## src/rtl/logic_pkg.sv

```systemverilog
// Shared types and constants for the logic-op issuer and its request FIFO.
package logic_pkg;

  // Opcodes understood by the external logic unit.
  localparam logic [1:0] OP_AND = 2'b00;
  localparam logic [1:0] OP_OR  = 2'b01;
  localparam logic [1:0] OP_XOR = 2'b10;
  localparam logic [1:0] OP_NOT = 2'b11;  // NOT of operand A; B ignored

  // One queued request: {op, a, b}, 18 bits.
  typedef struct packed {
    logic [1:0] op;
    logic [7:0] a;
    logic [7:0] b;
  } req_entry_t;

  typedef enum logic [1:0] {
    StIdle,
    StIssue,
    StResp
  } state_e;

endpackage

```

## src/rtl/logic_op_issuer_if.sv

```systemverilog
// Request, response, logic-unit and status signals of the logic-op issuer.
interface logic_op_issuer_if;
  logic       req_valid;
  logic       req_ready;
  logic [7:0] req_a;
  logic [7:0] req_b;
  logic [1:0] req_op;
  logic       rsp_valid;
  logic       rsp_ready;
  logic [7:0] rsp_y;
  logic       rsp_zero;
  logic [7:0] lu_a;
  logic [7:0] lu_b;
  logic [1:0] lu_s;
  logic [7:0] lu_y;
  logic       busy;
  logic [7:0] rsp_count;

  // Issuer side.
  modport slave (
    input  req_valid, req_a, req_b, req_op, rsp_ready, lu_y,
    output req_ready, rsp_valid, rsp_y, rsp_zero, lu_a, lu_b, lu_s, busy, rsp_count
  );

  // Requester / consumer / logic-unit side.
  modport master (
    output req_valid, req_a, req_b, req_op, rsp_ready, lu_y,
    input  req_ready, rsp_valid, rsp_y, rsp_zero, lu_a, lu_b, lu_s, busy, rsp_count
  );
endinterface

```

## src/rtl/logic_req_fifo.sv

```systemverilog
// Request FIFO: DEPTH entries, read/write pointers carry an extra wrap bit.
module logic_req_fifo
  import logic_pkg::*;
#(
  parameter int unsigned DEPTH = 4
) (
  input  logic       clk,
  input  logic       rst_n,
  input  logic       i_push,
  input  logic       i_pop,
  input  req_entry_t i_data,
  output req_entry_t o_data,
  output logic       o_full,
  output logic       o_empty
);
  localparam int unsigned AW = $clog2(DEPTH);

  req_entry_t      r_mem [DEPTH];
  logic [AW:0]     r_wr_ptr;
  logic [AW:0]     r_rd_ptr;
  logic            w_push_en;
  logic            w_pop_en;

  // Same index with differing wrap bits means every slot is occupied.
  assign o_empty   = (r_wr_ptr == r_rd_ptr);
  assign o_full    = (r_wr_ptr[AW] != r_rd_ptr[AW]) &&
                     (r_wr_ptr[AW-1:0] == r_rd_ptr[AW-1:0]);
  assign w_push_en = i_push & ~o_full;
  assign w_pop_en  = i_pop & ~o_empty;
  assign o_data    = r_mem[r_rd_ptr[AW-1:0]];

  // Storage write; contents need no reset since empty pointers mask them.
  always_ff @(posedge clk) begin
    if (w_push_en) r_mem[r_wr_ptr[AW-1:0]] <= i_data;
  end

  // Pointer update; push and pop on the same edge both advance.
  always_ff @(posedge clk or negedge rst_n) begin
    if (!rst_n) begin
      r_wr_ptr <= '0;
      r_rd_ptr <= '0;
    end else begin
      if (w_push_en) r_wr_ptr <= r_wr_ptr + (AW+1)'(1);
      if (w_pop_en)  r_rd_ptr <= r_rd_ptr + (AW+1)'(1);
    end
  end
endmodule

```

## src/rtl/logic_op_issuer.sv

```systemverilog
// Queues logic-op requests, issues them one at a time to an external logic
// unit, captures the result and holds it until the consumer accepts it.
module logic_op_issuer
  import logic_pkg::*;
#(
  parameter int unsigned DEPTH = 4
) (
  input logic              clk,
  input logic              rst_n,
  logic_op_issuer_if.slave bus
);
  state_e     r_state;
  state_e     w_state_next;
  req_entry_t w_fifo_wdata;
  req_entry_t w_fifo_rdata;
  logic       w_push;
  logic       w_pop;
  logic       w_full;
  logic       w_empty;
  logic       w_capture;
  logic       w_rsp_done;
  logic [7:0] r_rsp_y;
  logic       r_rsp_zero;
  logic [7:0] r_lu_a;
  logic [7:0] r_lu_b;
  logic [1:0] r_lu_s;
  logic [7:0] r_rsp_count;

  assign w_push       = bus.req_valid & ~w_full;
  assign w_fifo_wdata = '{op: bus.req_op, a: bus.req_a, b: bus.req_b};

  logic_req_fifo #(
    .DEPTH(DEPTH)
  ) u_fifo (
    .clk    (clk),
    .rst_n  (rst_n),
    .i_push (w_push),
    .i_pop  (w_pop),
    .i_data (w_fifo_wdata),
    .o_data (w_fifo_rdata),
    .o_full (w_full),
    .o_empty(w_empty)
  );

  // FSM state register.
  always_ff @(posedge clk or negedge rst_n) begin
    if (!rst_n) r_state <= StIdle;
    else        r_state <= w_state_next;
  end

  // Next state plus pop / capture / completion strobes.
  always_comb begin
    w_state_next = r_state;
    w_pop        = 1'b0;
    w_capture    = 1'b0;
    w_rsp_done   = 1'b0;
    unique case (r_state)
      StIdle: begin
        if (!w_empty) begin
          w_pop        = 1'b1;
          w_state_next = StIssue;
        end
      end
      StIssue: begin
        w_capture    = 1'b1;
        w_state_next = StResp;
      end
      StResp: begin
        if (bus.rsp_ready) begin
          w_rsp_done = 1'b1;
          // Chain straight into the next request to keep one result per two cycles.
          if (!w_empty) begin
            w_pop        = 1'b1;
            w_state_next = StIssue;
          end else begin
            w_state_next = StIdle;
          end
        end
      end
      default: w_state_next = StIdle;
    endcase
  end

  // Operand load on pop, result capture in ISSUE, completion counter.
  always_ff @(posedge clk or negedge rst_n) begin
    if (!rst_n) begin
      r_lu_a      <= '0;
      r_lu_b      <= '0;
      r_lu_s      <= '0;
      r_rsp_y     <= '0;
      r_rsp_zero  <= 1'b0;
      r_rsp_count <= '0;
    end else begin
      if (w_pop) begin
        r_lu_a <= w_fifo_rdata.a;
        r_lu_b <= w_fifo_rdata.b;
        r_lu_s <= w_fifo_rdata.op;
      end
      if (w_capture) begin
        r_rsp_y    <= bus.lu_y;
        r_rsp_zero <= (bus.lu_y == 8'h00);
      end
      if (w_rsp_done) r_rsp_count <= r_rsp_count + 8'd1;
    end
  end

  assign bus.req_ready = ~w_full;
  assign bus.rsp_valid = (r_state == StResp);
  assign bus.rsp_y     = r_rsp_y;
  assign bus.rsp_zero  = r_rsp_zero;
  assign bus.lu_a      = r_lu_a;
  assign bus.lu_b      = r_lu_b;
  assign bus.lu_s      = r_lu_s;
  assign bus.busy      = (r_state != StIdle) | ~w_empty;
  assign bus.rsp_count = r_rsp_count;
endmodule

```

## src/flat_wrapper.sv

```systemverilog
// flat-port wrapper written by rule: the top's interface ports become plain ports
module logic_op_issuer_flat import logic_pkg::*;
#(
  parameter int unsigned DEPTH = 4
)
  (clk, rst_n, bus_req_valid, bus_req_a, bus_req_b, bus_req_op, bus_rsp_ready, bus_lu_y, bus_req_ready, bus_rsp_valid, bus_rsp_y, bus_rsp_zero, bus_lu_a, bus_lu_b, bus_lu_s, bus_busy, bus_rsp_count);
  logic_op_issuer_if bus_i ();
  input logic clk;
  input logic rst_n;
  input wire logic [$bits(bus_i.req_valid)-1:0] bus_req_valid;
  input wire logic [$bits(bus_i.req_a)-1:0] bus_req_a;
  input wire logic [$bits(bus_i.req_b)-1:0] bus_req_b;
  input wire logic [$bits(bus_i.req_op)-1:0] bus_req_op;
  input wire logic [$bits(bus_i.rsp_ready)-1:0] bus_rsp_ready;
  input wire logic [$bits(bus_i.lu_y)-1:0] bus_lu_y;
  output wire logic [$bits(bus_i.req_ready)-1:0] bus_req_ready;
  output wire logic [$bits(bus_i.rsp_valid)-1:0] bus_rsp_valid;
  output wire logic [$bits(bus_i.rsp_y)-1:0] bus_rsp_y;
  output wire logic [$bits(bus_i.rsp_zero)-1:0] bus_rsp_zero;
  output wire logic [$bits(bus_i.lu_a)-1:0] bus_lu_a;
  output wire logic [$bits(bus_i.lu_b)-1:0] bus_lu_b;
  output wire logic [$bits(bus_i.lu_s)-1:0] bus_lu_s;
  output wire logic [$bits(bus_i.busy)-1:0] bus_busy;
  output wire logic [$bits(bus_i.rsp_count)-1:0] bus_rsp_count;
  assign bus_i.req_valid = bus_req_valid;
  assign bus_i.req_a = bus_req_a;
  assign bus_i.req_b = bus_req_b;
  assign bus_i.req_op = bus_req_op;
  assign bus_i.rsp_ready = bus_rsp_ready;
  assign bus_i.lu_y = bus_lu_y;
  assign bus_req_ready = bus_i.req_ready;
  assign bus_rsp_valid = bus_i.rsp_valid;
  assign bus_rsp_y = bus_i.rsp_y;
  assign bus_rsp_zero = bus_i.rsp_zero;
  assign bus_lu_a = bus_i.lu_a;
  assign bus_lu_b = bus_i.lu_b;
  assign bus_lu_s = bus_i.lu_s;
  assign bus_busy = bus_i.busy;
  assign bus_rsp_count = bus_i.rsp_count;
  logic_op_issuer #(.DEPTH(DEPTH)) u_core (.clk(clk), .rst_n(rst_n), .bus(bus_i));
endmodule
```

## config.mk

```make
export PLATFORM = sky130hd
export DESIGN_NAME = logic_op_issuer_flat
export DESIGN_NICKNAME = d
export VERILOG_FILES = /design/src/rtl/logic_pkg.sv /design/src/rtl/logic_op_issuer_if.sv /design/src/rtl/logic_req_fifo.sv /design/src/rtl/logic_op_issuer.sv /design/src/flat_wrapper.sv
export SDC_FILE = /design/constraint.sdc
export NUM_CORES = 1
export LEC_CHECK = 0
export ABC_CLOCK_PERIOD_IN_PS = 2100
export BUFFER_PORTS_ARGS = -buffer_cell sky130_fd_sc_hd__buf_4
export CORE_UTILIZATION = 56
export CTS_CLUSTER_SIZE = 14
export DETAILED_ROUTE_END_ITERATION = 10
export PLACE_DENSITY = 0.77
export SYNTH_ARGS = -nofsm -noshare
export SYNTH_HDL_FRONTEND = slang
export SYNTH_SLANG_ARGS = --single-unit
export TNS_END_PERCENT = 1
```

## constraint.sdc

```tcl
create_clock -name clk -period 2.1 [get_ports clk]
set_clock_uncertainty 0.15 [all_clocks]
set_input_delay 0.63 -clock clk [delete_from_list [all_inputs] [get_ports clk]]
set_output_delay 0.63 -clock clk [all_outputs]
set_load 0.005 [all_outputs]
```

Word level (Yosys, flattened, before mapping) --
Memory sizes are Yosys's and may differ from the RTL's. A register that Yosys moved wholly into a read port is not among the register bits. Cells that the tools add are included.
Operators by class: reductions and logical operators 6, eq/ne operators 7, add/sub/neg operators 3, multiplexer cells 12, magnitude comparators 0, shifts and indexed selects 0, $mul 0, div/mod/pow operators 0, bitwise operators 6
Operators with widths (number):
- $add 8x1->8 const B | 1
- $logic_not 8->1 | 1
- $mux 1 | 8
- $add 3x1->3 const B | 2
- $pmux 2 s3 | 1
- $mux 2 | 2
- $ne 2x2->1 const B | 2
- $and 1x1->1 | 3
- $eq 3x3->1 | 1
- $eq 2x1->1 const B | 1
- $eq 2x2->1 | 1
- $eq 2x2->1 const B | 1
- $logic_not 2->1 | 1
- $not 1->1 | 2
- $pmux 1 s2 | 1
- $reduce_and 2->1 | 1
- $reduce_bool 2->1 | 1
- $logic_and 1x1->1 | 1
- $logic_not 1->1 | 1
- $ne 1x1->1 | 1
- $or 1x1->1 | 1
Storage, ports and cells: bits in read-only memories 0, register bits 25, output and inout bits 38, bits in writable memories 72, memories kept 1, bits in latches 0, word-level logic and storage cells 41
Memories:
- u_core.u_fifo.r_mem | depth 4, width 18, read ports 1, clocked after memory_dff 1, wr ports 1, line logic_req_fifo.sv:18 | req_entry_t r_mem [DEPTH];

Depth between registers and ports, before layout --
word-level depth 7, gate-level depth with buffers 5, gate-level depth less buffers 5

Modules after synthesis --
A second synthesis with hierarchy kept.
Unflattened totals: cell total of the unflattened synthesis 245, area, all modules 4608.2 µm²
By module, submodules not included:
- logic_req_fifo | area an instance 3086.7 µm², cells an instance 145, times used 1
- logic_op_issuer | area an instance 1521.5 µm², cells an instance 100, times used 1

Worst setup path after synthesis --
No wires, ideal clock.
path kind register to register, from register u_core.u_fifo.r_rd_ptr[2], to memory u_core.u_fifo.r_mem[3][0] (netlist name) (enable), period minus slack after synthesis 2.022 ns, setup slack 0.078 ns, buffers on the path 0, stages on the path, launching flop included 4, library setup time 0.378 ns, arrival time 1.495 ns, required time 1.572 ns, cell sequence dfrtp_1 > xnor2_1 > nand3b_1 > and3_1
On the way: longest elaborated chain between the ends 7
RTL lines:
- start: declaration | line logic_req_fifo.sv:20 | logic [AW:0] r_rd_ptr;
- start signal: assignment | line logic_req_fifo.sv:44 | if (w_pop_en) r_rd_ptr <= r_rd_ptr + (AW+1)'(1);
- $ne 1x1->1 * | line logic_req_fifo.sv:26 | assign o_full = (r_wr_ptr[AW] != r_rd_ptr[AW]) &&
- $logic_and 1x1->1 * | line logic_req_fifo.sv:26
- $not 1->1 *
- via bus_req_ready | line flat_wrapper.sv:16 | output wire logic [$bits(bus_i.req_ready)-1:0] bus_req_ready;
- $and 1x1->1 | line logic_op_issuer.sv:29 | assign w_push = bus.req_valid & ~w_full;
- $and 1x1->1 * | line logic_req_fifo.sv:28 | assign w_push_en = i_push & ~o_full;
- $mux 1 * | line logic_req_fifo.sv:34 | if (w_push_en) r_mem[r_wr_ptr[AW-1:0]] <= i_data;
- $mux 1 (implied by the code) * | line logic_req_fifo.sv:34
- end: declaration | line logic_req_fifo.sv:18
The timed path passes the listed nets; every way through them passes the cells marked *.

Final worst setup path --
from register u_core.u_fifo.r_rd_ptr[0], to output port bus_busy
On the way: longest elaborated chain between the ends 3
RTL lines:
- $eq 3x3->1 | line logic_req_fifo.sv:25 | assign o_empty = (r_wr_ptr == r_rd_ptr);
- $not 1->1 | line logic_op_issuer.sv:114 | assign bus.busy = (r_state != StIdle) | ~w_empty;
- $or 1x1->1 | line logic_op_issuer.sv:114
- end: declaration | line flat_wrapper.sv:23 | output wire logic [$bits(bus_i.busy)-1:0] bus_busy;
Every way passes these cells.

==> out/metrics.yaml <==
status:
  status: "finished, violations left"
  violations: "setup timing"
global_route:
  grt.total_usage_pct: 21.7
  grt_pass1_wl_um: 13000
  antenna_found_initial: 0
  first_global_vias: 2544
  overflow: 0
  grt_max_degree: 44
synth:
  synth_top_flop_cell: "edfxtp_1"
  synth_seq_cells: 115
  syn_avg_cell_area_um2: 20.0
  yosysWarnings: 0
  synthArstFlopShare_pct: 37.4
  ys_seq_area_share_pct: 73.3
  ys_types: 22
  synth_edf_count: 72
  netlist_instances: 221
  synth_fp_nets: 257
  syn_area_um2: 4420
finish:
  area_delta_synth_final_pct: 30.1
  fin_area_um2: 5740
  finalNetCount: 356
  drive_above_1_share_pct: 50.5
  diodes: 0
floorplan:
  die_y_um: 90.8
  dieArea_um2: 8240
  die_w_um: 90.8
  io_pins: 68
  coreArea_um2: 7690
  rows: 32
  start_util_pct: 57.4
timing:
  min_period_ns: 2.22
  drv_slew: 0
  final-hold-violation-count: 0
  finalCritPeriodShare_pct: 106
  fin_ws_ns: -0.122
  rsz0062_at_grt: "true"
  tightest_slew_ns: 0.561
  tns_ns: -0.242
  slew_headroom_pct: 62.6
  setup_violations: 2
  max_freq_ghz: 0.450
pwr:
  internal_power_mw: 6.64
  seq_power_share_pct: 38.6
  p_leak_nw: 2.31
  p_clk_share_pct: 27.7
  comb_power_share_pct: 33.7
  switchingPower_mw: 2.55
  powerDensity_nw_per_um2: 1600
  netSwitchingFraction_pct: 27.8
  p_total_mw: 9.19
  vdd_ir_drop_max_mv: 0.848
worst_setup_path:
  crit_path_end_kind: "primary output"
  cp-start-kind: "flop"
  reg2reg_depth: 3
  cp.required_ns: 1.32
  cp_max_fo: 3
  arrival_ns: 1.44
  critPathKind: "flop to primary output"
placed_design:
  port_buffers: 67
  hpwlAfterDp_um: 4650
  placedInstanceArea_um2: 5130
  dp_slack_ns: 0.00216
  place.gp.congestion: 0.694
clock_network:
  insertion_delay_ns: 0.50
  root_buffer: "clkbuf_8"
  path_clk_slew_ns: 0.05
  htreeDepth: 4
  cts_buffers: 17
  tritoncts: "yes"
  ctsLongestPathBuffers: 2
  cts.sinks: 115
routing:
  drc: 0
  via_per_inst: 5.44
  dr.pass1.iters: 4
  drt-initial-drc-count: 84
  drt-total-wl_um: 7900
  drtAntennaViolNets: 0
  vias: 2366
  wl_per_cell_um: 18.2
job:
  maxCapViolCount: 0
worst_hold_path:
  holdPathStages: 1
  hold_path_class: "primary input to flop"
## cell usage after synthesis, types with 3 or more instances
| master | n | area, um2 |
|---|---|---|
| xor2_1 | 4 | 35.0 |
| mux4_2 | 18 | 405 |
| dfrtp_1 | 43 | 1080 |
| edfxtp_1 | 72 | 2160 |
| nand3_1 | 6 | 30.0 |
| nand2_1 | 4 | 15.0 |
| inv_1 | 3 | 11.3 |
| ha_1 | 6 | 75.1 |
| xnor2_1 | 10 | 87.6 |
| buf_6 | 4 | 45.0 |
| and3_1 | 5 | 31.3 |
| nor2_1 | 3 | 11.3 |
| mux2_2 | 29 | 327 |
## cells by family after synthesis
kind of cell / count (synthesis) / synth area share, %
AO/OA/AOI/OAI: 3 / 0.822
AND/OR/NAND/NOR: 26 / 3.23
flip-flops: 115 / 73.3
adder cells (fa/ha/maj): 6 / 1.70
multiplexers: 47 / 16.6
buffers and inverters: 10 / 1.56
XOR/XNOR: 14 / 2.78
## area by class of cell
type	count	area [um2]
Timing Repair Buffer	87	693
Clock inverter	7	60.1
Inverter	3	11.3
Multi-Input combinational cell	96	1140
Clock buffer	25	474
Tap cell	102	128
Fill cell	462	1940
Sequential cell	115	3240
## placed cells by master, fill, tap and decap left out, types with 2 or more instances in the layout
cell type	count
buf_4	83
edfxtp_1	72
dfrtp_1	42
mux2_2	29
mux4_2	18
clkbuf_16	16
xnor2_1	7
nand3_1	6
ha_1	6
clkinv_2	6
and3_1	5
clkbuf_1	5
nand2_1	4
xor2_1	4
clkbuf_8	4
xnor2_2	3
nor2_1	3
buf_12	3
inv_1	2
nand3b_1	2
o21ai_0	2
nor4_1	2
## timing repair
action / 4_1_cts / 5_1_grt
pin swaps: 4 / 2
setup endpoints to repair: 3 / 3
gates cloned: 0 / 0
resized for setup: 5 / 1
setup buffers: 5 / 0
hold buffers: 1 / 0
endpoints found under the hold margin: 43 / 0
## stage by stage
step	cells	util [%]	hold WS, ns
floorplan	221	-	0.184
global placement	397	66.7	0.315
detailed placement	397	66.7	0.321
CTS	435	74.7	0.153
global route	435	74.7	0.150
finish	435	74.7	0.169
## metal layers
layer	vias up	global-route usage [%]	share of wire, %	routed length, um
met1	1222	25.8	41	3260
met2	74	36.0	51	4060
met4	0	9.79	1.6	127
met3	10	7.24	5.6	445
li1	1060	-	-	-
met5	-	0	0	0
## power groups by stage
| stage | Clock, mW | Combinational (mW) | Sequential (mW) |
|---|---|---|---|
| final | 2.54 | 3.10 | 3.55 |
| after detailed placement | 0 | 2.94 | 3.55 |
| after floorplan | 0 | 1.82 | 3.51 |
| after global routing | 2.70 | 3.36 | 3.62 |
| after global placement | 0 | 2.87 | 3.52 |
| after CTS | 2.60 | 3.15 | 3.54 |
## sequential cells by signal (all words and copies together), names as in the netlist
signal / cells
u_core.bus.rsp_count: 8
u_core.bus.rsp_zero: 1
u_core.bus.lu_s: 2
u_core.bus.lu_a: 8
u_core.bus.rsp_y: 8
u_core.bus.lu_b: 8
u_core.u_fifo.r_rd_ptr: 3
u_core.u_fifo.r_wr_ptr: 3
u_core.u_fifo.r_mem: 72
u_core.r_state: 2
## worst max-delay path: stages, from the launching register on
cell and delay [ns]:
dfrtp_1 0.41, xnor2_2 0.23, nand4_1 0.14, buf_4 0.16
## path summary, 6_finish.rpt
kind	start	to	slack, ns
max	u_core.u_fifo.r_rd_ptr[0]$_DFFE_PN0P_	bus_busy	-0.12
min	bus_req_b[2]	u_core.u_fifo.r_mem[2][2]$_DFFE_PP_	0.17
max reg2reg	u_core.u_fifo.r_rd_ptr[0]$_DFFE_PN0P_	u_core.bus.lu_a[3]$_DFFE_PN0P_	0.19
min reg2reg	u_core.bus.rsp_count[7]$_DFFE_PN0P_	u_core.bus.rsp_count[7]$_DFFE_PN0P_	0.33
max in group asynchronous	rst_n	u_core.r_state[0]$_DFFE_PN0P_	0.87
min in group asynchronous	rst_n	u_core.bus.rsp_y[6]$_DFFE_PN0N_	0.50
(Power assumes the default switching activity.)
